## src/rtl/memory_bus_sizes.sv

```systemverilog
// Shared memory bus sizing plus the VLM request payload type.
package memory_bus_sizes;

  localparam int unsigned WORD_WIDTH = 32;
  localparam int unsigned ADDR_WIDTH = 32;
  localparam int unsigned BE_WIDTH   = WORD_WIDTH / 8;

  typedef struct packed {
    logic                  we;
    logic [ADDR_WIDTH-1:0] addr;
    logic [WORD_WIDTH-1:0] din;
    logic [BE_WIDTH-1:0]   be;
  } vlm_req_t;

endpackage

```

## src/rtl/req_fifo.sv

```systemverilog
// In-order request FIFO; head entry is read straight from storage.
module req_fifo
  import memory_bus_sizes::*;
#(
  parameter int unsigned  DEPTH = 2,
  parameter type          T     = vlm_req_t,
  localparam int unsigned PTR_W = $clog2(DEPTH),
  localparam int unsigned CNT_W = PTR_W + 1
) (
  input  logic             clk,
  input  logic             rst_n,
  input  logic             push,
  input  T                 push_data,
  input  logic             pop,
  output T                 head,
  output logic             full,
  output logic             empty,
  output logic [CNT_W-1:0] count
);

  T                 mem_q [DEPTH];
  logic [PTR_W-1:0] wr_ptr_q, wr_ptr_d;
  logic [PTR_W-1:0] rd_ptr_q, rd_ptr_d;
  logic [CNT_W-1:0] count_q, count_d;
  logic             push_ok, pop_ok;

  assign full    = (count_q == CNT_W'(DEPTH));
  assign empty   = (count_q == '0);
  assign count   = count_q;
  assign head    = mem_q[rd_ptr_q];
  assign push_ok = push && !full;
  assign pop_ok  = pop && !empty;

  // Pointer/count next state; power-of-two depth lets pointers wrap naturally.
  always_comb begin
    wr_ptr_d = wr_ptr_q;
    rd_ptr_d = rd_ptr_q;
    count_d  = count_q;
    if (push_ok) wr_ptr_d = wr_ptr_q + PTR_W'(1);
    if (pop_ok)  rd_ptr_d = rd_ptr_q + PTR_W'(1);
    case ({push_ok, pop_ok})
      2'b10:   count_d = count_q + CNT_W'(1);
      2'b01:   count_d = count_q - CNT_W'(1);
      default: count_d = count_q;
    endcase
  end

  always_ff @(posedge clk or negedge rst_n) begin
    if (!rst_n) begin
      wr_ptr_q <= '0;
      rd_ptr_q <= '0;
      count_q  <= '0;
    end else begin
      wr_ptr_q <= wr_ptr_d;
      rd_ptr_q <= rd_ptr_d;
      count_q  <= count_d;
    end
  end

  always_ff @(posedge clk) begin
    if (push_ok) mem_q[wr_ptr_q] <= push_data;
  end

endmodule

```

## src/rtl/vlm_req_adapter.sv

```systemverilog
// Pipeline-to-VLM request adapter: queues requests, issues them in order,
// drives the pipeline stall and watches for a slave stuck in hold.
module vlm_req_adapter
  import memory_bus_sizes::*;
#(
  parameter int unsigned DEPTH      = 2,
  parameter int unsigned HOLD_LIMIT = 255
) (
  input  logic                  clk,
  input  logic                  rst_n,
  input  logic                  cpu_req_valid,
  output logic                  cpu_req_ready,
  input  logic                  cpu_we,
  input  logic [ADDR_WIDTH-1:0] cpu_addr,
  input  logic [WORD_WIDTH-1:0] cpu_din,
  input  logic [BE_WIDTH-1:0]   cpu_be,
  output logic                  vlm_en,
  output logic                  vlm_we,
  output logic [ADDR_WIDTH-1:0] vlm_addr,
  output logic [WORD_WIDTH-1:0] vlm_din,
  output logic [BE_WIDTH-1:0]   vlm_be,
  input  logic                  vlm_hold,
  output logic                  new_data_coming,
  output logic                  rd_data_valid,
  output logic                  mem_stall,
  output logic                  hold_timeout
);

  localparam int unsigned CNT_W  = $clog2(DEPTH) + 1;
  localparam int unsigned HOLD_W = 16;

  vlm_req_t         push_req, head_req;
  logic             fifo_full, fifo_empty, fifo_push, fifo_pop;
  logic [CNT_W-1:0] fifo_count;

  logic              rd_data_valid_q, rd_data_valid_d;
  logic [HOLD_W-1:0] hold_cnt_q, hold_cnt_d;
  logic              hold_timeout_q, hold_timeout_d;

  assign push_req  = '{we: cpu_we, addr: cpu_addr, din: cpu_din, be: cpu_be};
  assign fifo_push = cpu_req_valid && cpu_req_ready;
  assign fifo_pop  = vlm_en && !vlm_hold;

  req_fifo #(
    .DEPTH (DEPTH),
    .T     (vlm_req_t)
  ) u_req_fifo (
    .clk       (clk),
    .rst_n     (rst_n),
    .push      (fifo_push),
    .push_data (push_req),
    .pop       (fifo_pop),
    .head      (head_req),
    .full      (fifo_full),
    .empty     (fifo_empty),
    .count     (fifo_count)
  );

  // Issue straight from the FIFO head; the head only moves on a pop, so
  // the bus stays stable while the slave holds.
  assign cpu_req_ready   = !fifo_full;
  assign vlm_en          = !fifo_empty;
  assign vlm_we          = head_req.we;
  assign vlm_addr        = head_req.addr;
  assign vlm_din         = head_req.din;
  assign vlm_be          = head_req.be;
  assign new_data_coming = vlm_en && !vlm_we && !vlm_hold;
  assign mem_stall       = (fifo_count == CNT_W'(DEPTH)) || (vlm_en && vlm_hold)
                           || (vlm_en && !vlm_we);
  assign rd_data_valid   = rd_data_valid_q;
  assign hold_timeout    = hold_timeout_q;

  // Watchdog: count consecutive held cycles, saturate, latch the error.
  always_comb begin
    rd_data_valid_d = new_data_coming;
    hold_cnt_d      = '0;
    hold_timeout_d  = hold_timeout_q;
    if (vlm_en && vlm_hold) begin
      hold_cnt_d = (hold_cnt_q >= HOLD_W'(HOLD_LIMIT)) ? hold_cnt_q
                                                       : hold_cnt_q + HOLD_W'(1);
    end
    if (hold_cnt_d == HOLD_W'(HOLD_LIMIT)) hold_timeout_d = 1'b1;
  end

  always_ff @(posedge clk or negedge rst_n) begin
    if (!rst_n) begin
      rd_data_valid_q <= 1'b0;
      hold_cnt_q      <= '0;
      hold_timeout_q  <= 1'b0;
    end else begin
      rd_data_valid_q <= rd_data_valid_d;
      hold_cnt_q      <= hold_cnt_d;
      hold_timeout_q  <= hold_timeout_d;
    end
  end

endmodule

```

## config.mk

```make
export PLATFORM = sky130hd
export DESIGN_NAME = vlm_req_adapter
export DESIGN_NICKNAME = d
export VERILOG_FILES = /design/src/rtl/memory_bus_sizes.sv /design/src/rtl/req_fifo.sv /design/src/rtl/vlm_req_adapter.sv
export SDC_FILE = /design/constraint.sdc
export NUM_CORES = 1
export LEC_CHECK = 0
export ABC_AREA = 1
export CAP_MARGIN = 5
export CORE_AREA = 2 2 105 107
export DETAILED_ROUTE_END_ITERATION = 12
export DIE_AREA = 0 0 107 109
export DONT_BUFFER_PORTS = 1
export PLACE_DENSITY_LB_ADDON = 0.1
export SLEW_MARGIN = 10
export SYNTH_ARGS = -nofsm -noshare
export SYNTH_HDL_FRONTEND = slang
export SYNTH_SLANG_ARGS = --single-unit
```

## constraint.sdc

```tcl
create_clock -name clk -period 9.1 [get_ports clk]
set_input_delay 2.73 -clock clk [delete_from_list [all_inputs] [get_ports clk]]
set_output_delay 2.73 -clock clk [all_outputs]
set_load 0.01 [all_outputs]
```

==> Flow_metrics.wiki <==
{| class="wikitable"
! Metric !! Value
|-
| Adder-cell area share of the yosys netlist || 0.403%
|-
| Critical path, cell by cell || nor3_1
|-
| Capture point of the worst reg-to-reg path || u_req_fifo.mem_q[0][36]$_DFFE_PP_
|-
| Fraction of layout instances using a drive strength above 1 || 9.74%
|-
| Number of instances in the synthesized netlist || 516
|-
| Worst-case clock skew || 0.00609 ns
|-
| Total met3 wirelength after detailed routing || 1.09 mm
|-
| Final HPWL from detailed placement || 6.69 mm
|-
| Fin. max-slew vios || 0
|-
| DR vias/cell || 5.12
|-
| Post-synthesis share of cell area spent on xor and xnor gates || 0.565%
|-
| Number of buffer and inverter instances along the worst setup path || 0
|-
| Placed insts || 643
|-
| Initial cell density of the core || 58.5%
|-
| Number of buffers inserted during clock tree synthesis || 17
|-
| Flop-to-flop setup slack || 6.80 ns
|-
| Antenna diodes || 0
|-
| Routed length per placed instance || 16.0 µm
|-
| Post-Route Setup TNS || 0 ns
|-
| Post-route met1 wirelength || 4.14 mm
|-
| Filler cell count in the final layout || 795
|-
| Logic pwr share || 24.5%
|-
| Number of antenna violations at the first check in global routing || 0
|-
| Detail Route met2 WL || 5.40 mm
|-
| Area of the die || 11700 µm²
|-
| Endpoint with the worst hold slack || u_req_fifo.count[1]$_DFFE_PN0P_
|-
| Top area cells in the synthesized netlist || sky130_fd_sc_hd__edfxtp_1 (67%), sky130_fd_sc_hd__nand2_1 (15%), sky130_fd_sc_hd__dfrtp_1 (8.9%)
|-
| IR drop worst, VDD || 0.168 mV
|-
| Synthesis-to-finish area growth || 11.2%
|-
| Static Leakage || 2.76 nW
|-
| DRC errors left || 0
|-
| Family with the most delay on the worst path || simple AND/OR/NAND/NOR gates
|-
| CP Data Arrival Time || 3.10 ns
|-
| Worst slew margin relative to its limit || 37.9%
|-
| Synth Area in Simple Gates || 19.7%
|-
| Number of sinks handled by clock tree synthesis || 160
|-
| Wire length of the first global-routing pass || 16.6 mm
|-
| FP Rows || 38
|-
| Total Power Consumption || 2.21 mW
|-
| Remaining antenna violation count || 0
|-
| Flop and latch count out of synthesis || 160
|-
| Combinational family with the most area after synthesis || simple AND/OR/NAND/NOR gates
|-
| Switch Pwr || 0.736 mW
|-
| Leading cell type by number of instances after synthesis || sky130_fd_sc_hd__nand2_1
|-
| Sequential fraction of design power || 46.3%
|-
| R2r worst-path depth || 5
|-
| Portion of total power attributed to the clock network || 29.2%
|-
| CTS-repair resized insts || 0
|-
| Critical path's largest stage delay || 0.36 ns
|-
| Total number of H-tree levels || 4
|-
| RSZ-0062 raised after global routing || no
|-
| Hold-critical path depth || 1
|-
| Share of synthesized registers carrying an async set or reset || 13.8%
|-
| CTS root buf || sky130_fd_sc_hd__clkbuf_8
|-
| Post-synth top cells || sky130_fd_sc_hd__nand2_1 (244), sky130_fd_sc_hd__edfxtp_1 (138), sky130_fd_sc_hd__dfrtp_1 (22), sky130_fd_sc_hd__nor2_1 (22), sky130_fd_sc_hd__inv_1 (18)
|-
| Combined area of all synthesized cells || 6210 µm²
|-
| Insertion delay to the later sink of the worst-skew pair || 0.51 ns
|-
| Status || finished, final reports clean
|-
| Kind of start point of the critical path || input pin
|-
| Maximum count of clock buffers along a single path || 2
|-
| Via count of the first global-routing pass || 3412
|-
| Critical Path Source || vlm_hold
|-
| Synthesized netlist net count || 591
|-
| Final wirelength || 10.8 mm
|-
| Post-synth top flop || sky130_fd_sc_hd__edfxtp_1
|-
| YS warnings || 0
|-
| Placer congestion estimate || 0.800
|-
| Total overflow reported by the global router || 0
|-
| Number of failing hold endpoints at the final stage || 0
|-
| Pin count of the biggest net entering global routing || 71
|-
| Maximum Capacitance Violations || 0
|-
| Number of nets in the finished design || 597
|-
| Number of enable flip-flop cells after synthesis || 138
|-
| Class of the tightest hold or removal check || flip-flop to flip-flop
|-
| Highest attainable clock frequency || 172 MHz
|-
| Highest metal used || met4
|-
| Max FO, Critical Path || 4
|-
| Chip height || 109 µm
|-
| Post-CTS setup repair buffer count || 0
|-
| Start of the worst register-to-register path || u_req_fifo.count[0]$_DFFE_PN0P_
|-
| Area share of the leading cell type in the synthesized netlist || 66.8%
|-
| Critical path data required time || 6.37 ns
|-
| Clock transition at the register clock pins on the worst setup and hold paths after CTS || 0.06 ns
|-
| Die Width || 107 µm
|-
| Post-layout min period || 5.83 ns
|-
| Worst Setup Path Type || input pin to primary output
|-
| End-of-flow core utilization || 65.1%
|-
| I/O pin total || 148
|-
| IO buf count || 0
|-
| Number of non-filler instances in the completed layout || 674
|-
| Worst hold path startpoint || u_req_fifo.count[1]$_DFFE_PN0P_
|-
| Number of different library cells in the post-synthesis netlist || 27
|-
| Vias after detailed routing || 3448
|-
| Synthesized area divided by synthesized cell count || 12.0 µm²
|-
| Core region area || 10600 µm²
|-
| Overall global routing resource usage || 19.2%
|-
| Total internal power || 1.48 mW
|-
| Critical path capture point type || primary output
|-
| Total power density per cell area || 321 nW/µm²
|-
| Final period utilization || 64.0%
|-
| Number of hold buffers added after cts || 0
|-
| CTS tree || done
|-
| Compound-gate portion of the synthesized area || 1.17%
|-
| Length of the first detailed-routing pass in iterations || 4
|-
| Sequential element share of the synthesized area || 75.6%
|-
| DR iter-0 viols || 251
|-
| Largest area contributor in the netlist || sky130_fd_sc_hd__edfxtp_1
|-
| Fraction of synthesized area in multiplexers || 0%
|-
| Cell at the slowest stage of the critical path || sky130_fd_sc_hd__nor3_1
|-
| Net switching share of the total power || 33.3%
|-
| Worst-Margin Slew || 0.932 ns
|-
| Setup violators final || 0
|}
## power groups by stage
stage | clock [mW] | sequential (mW) | combinational, mW
2_1_floorplan | 0 | 1.04 | 0.430
3_3_place_gp | 0 | 1.04 | 0.549
3_5_place_dp | 0 | 1.04 | 0.555
4_1_cts | 0.660 | 1.03 | 0.558
5_1_grt | 0.691 | 1.04 | 0.616
6_report | 0.646 | 1.02 | 0.542
## cell type report
cell class	instances	area, µm²	area share [%]
clock inverter	11	115	1.67
clock buffer	20	425	6.17
timing repair buffer	4	30.0	0.435
sequential	160	4700	68.1
tap	140	175	2.54
multi-input combinational	316	1370	19.9
inverter	23	86.3	1.25
## placed cells by master (no fill, tap or decap), types with 4 or more instances in the layout
cell                        Yosys  final
sky130_fd_sc_hd__inv_1         18     18
sky130_fd_sc_hd__nand2_1      244    244
sky130_fd_sc_hd__nand3_1       10     10
sky130_fd_sc_hd__a21oi_1        9      9
sky130_fd_sc_hd__clkinv_1       1      5
sky130_fd_sc_hd__buf_4          1      4
sky130_fd_sc_hd__nor2_2         5      5
sky130_fd_sc_hd__inv_2          4      4
sky130_fd_sc_hd__clkbuf_16      0     16
sky130_fd_sc_hd__nand2_2        5      5
sky130_fd_sc_hd__edfxtp_1     138    138
sky130_fd_sc_hd__nor2_4         2      4
sky130_fd_sc_hd__dfrtp_1       22     21
sky130_fd_sc_hd__nor2_1        22     20
## metal layers
| metal | global-route usage, % | vias up |
|---|---|---|
| li1 | - | 1717 |
| met1 | 21.0 | 1604 |
| met2 | 31.8 | 115 |
| met3 | 10.8 | 12 |
| met4 | 6.77 | 0 |
| met5 | 0 | - |
## cells by family after synthesis
logic type	Yosys count
flip-flops	160
XOR/XNOR	4
AO/OA/AOI/OAI	13
buffers and inverters	40
adder cells (fa/ha/maj)	2
AND/OR/NAND/NOR	297
## metrics by stage
stage / setup slack, ns / cell area (µm²) / hold WS [ns]
after floorplan: 2.87 / 6210 / 0.485
after CTS: 3.27 / 6900 / 0.520
after detailed placement: 3.27 / 6360 / 0.509
final: 3.27 / 6900 / 0.524
after global routing: 3.26 / 6900 / 0.550
after global placement: 3.27 / 6360 / 0.501
## flip-flops by register name, summed over array words and instances (netlist names)
register and count:
rd_data_valid 1, u_req_fifo.count 2, hold_timeout 1, u_req_fifo.wr_ptr_q 1, u_req_fifo.mem_q 138, u_req_fifo.rd_ptr_q 1, hold_cnt_q 16
## worst max-delay path by stage
stage / slack, ns / cells past startpoint / endpoint
2_1_floorplan: 2.87 / 2 / u_req_fifo.mem_q[1][0]$_DFFE_PP_
3_3_place_gp: 3.27 / 1 / new_data_coming
3_5_place_dp: 3.27 / 1 / new_data_coming
4_1_cts: 3.27 / 1 / new_data_coming
5_1_grt: 3.26 / 1 / new_data_coming
6_report: 3.27 / 1 / new_data_coming
Note: power is estimated with default switching activity, not from simulation.
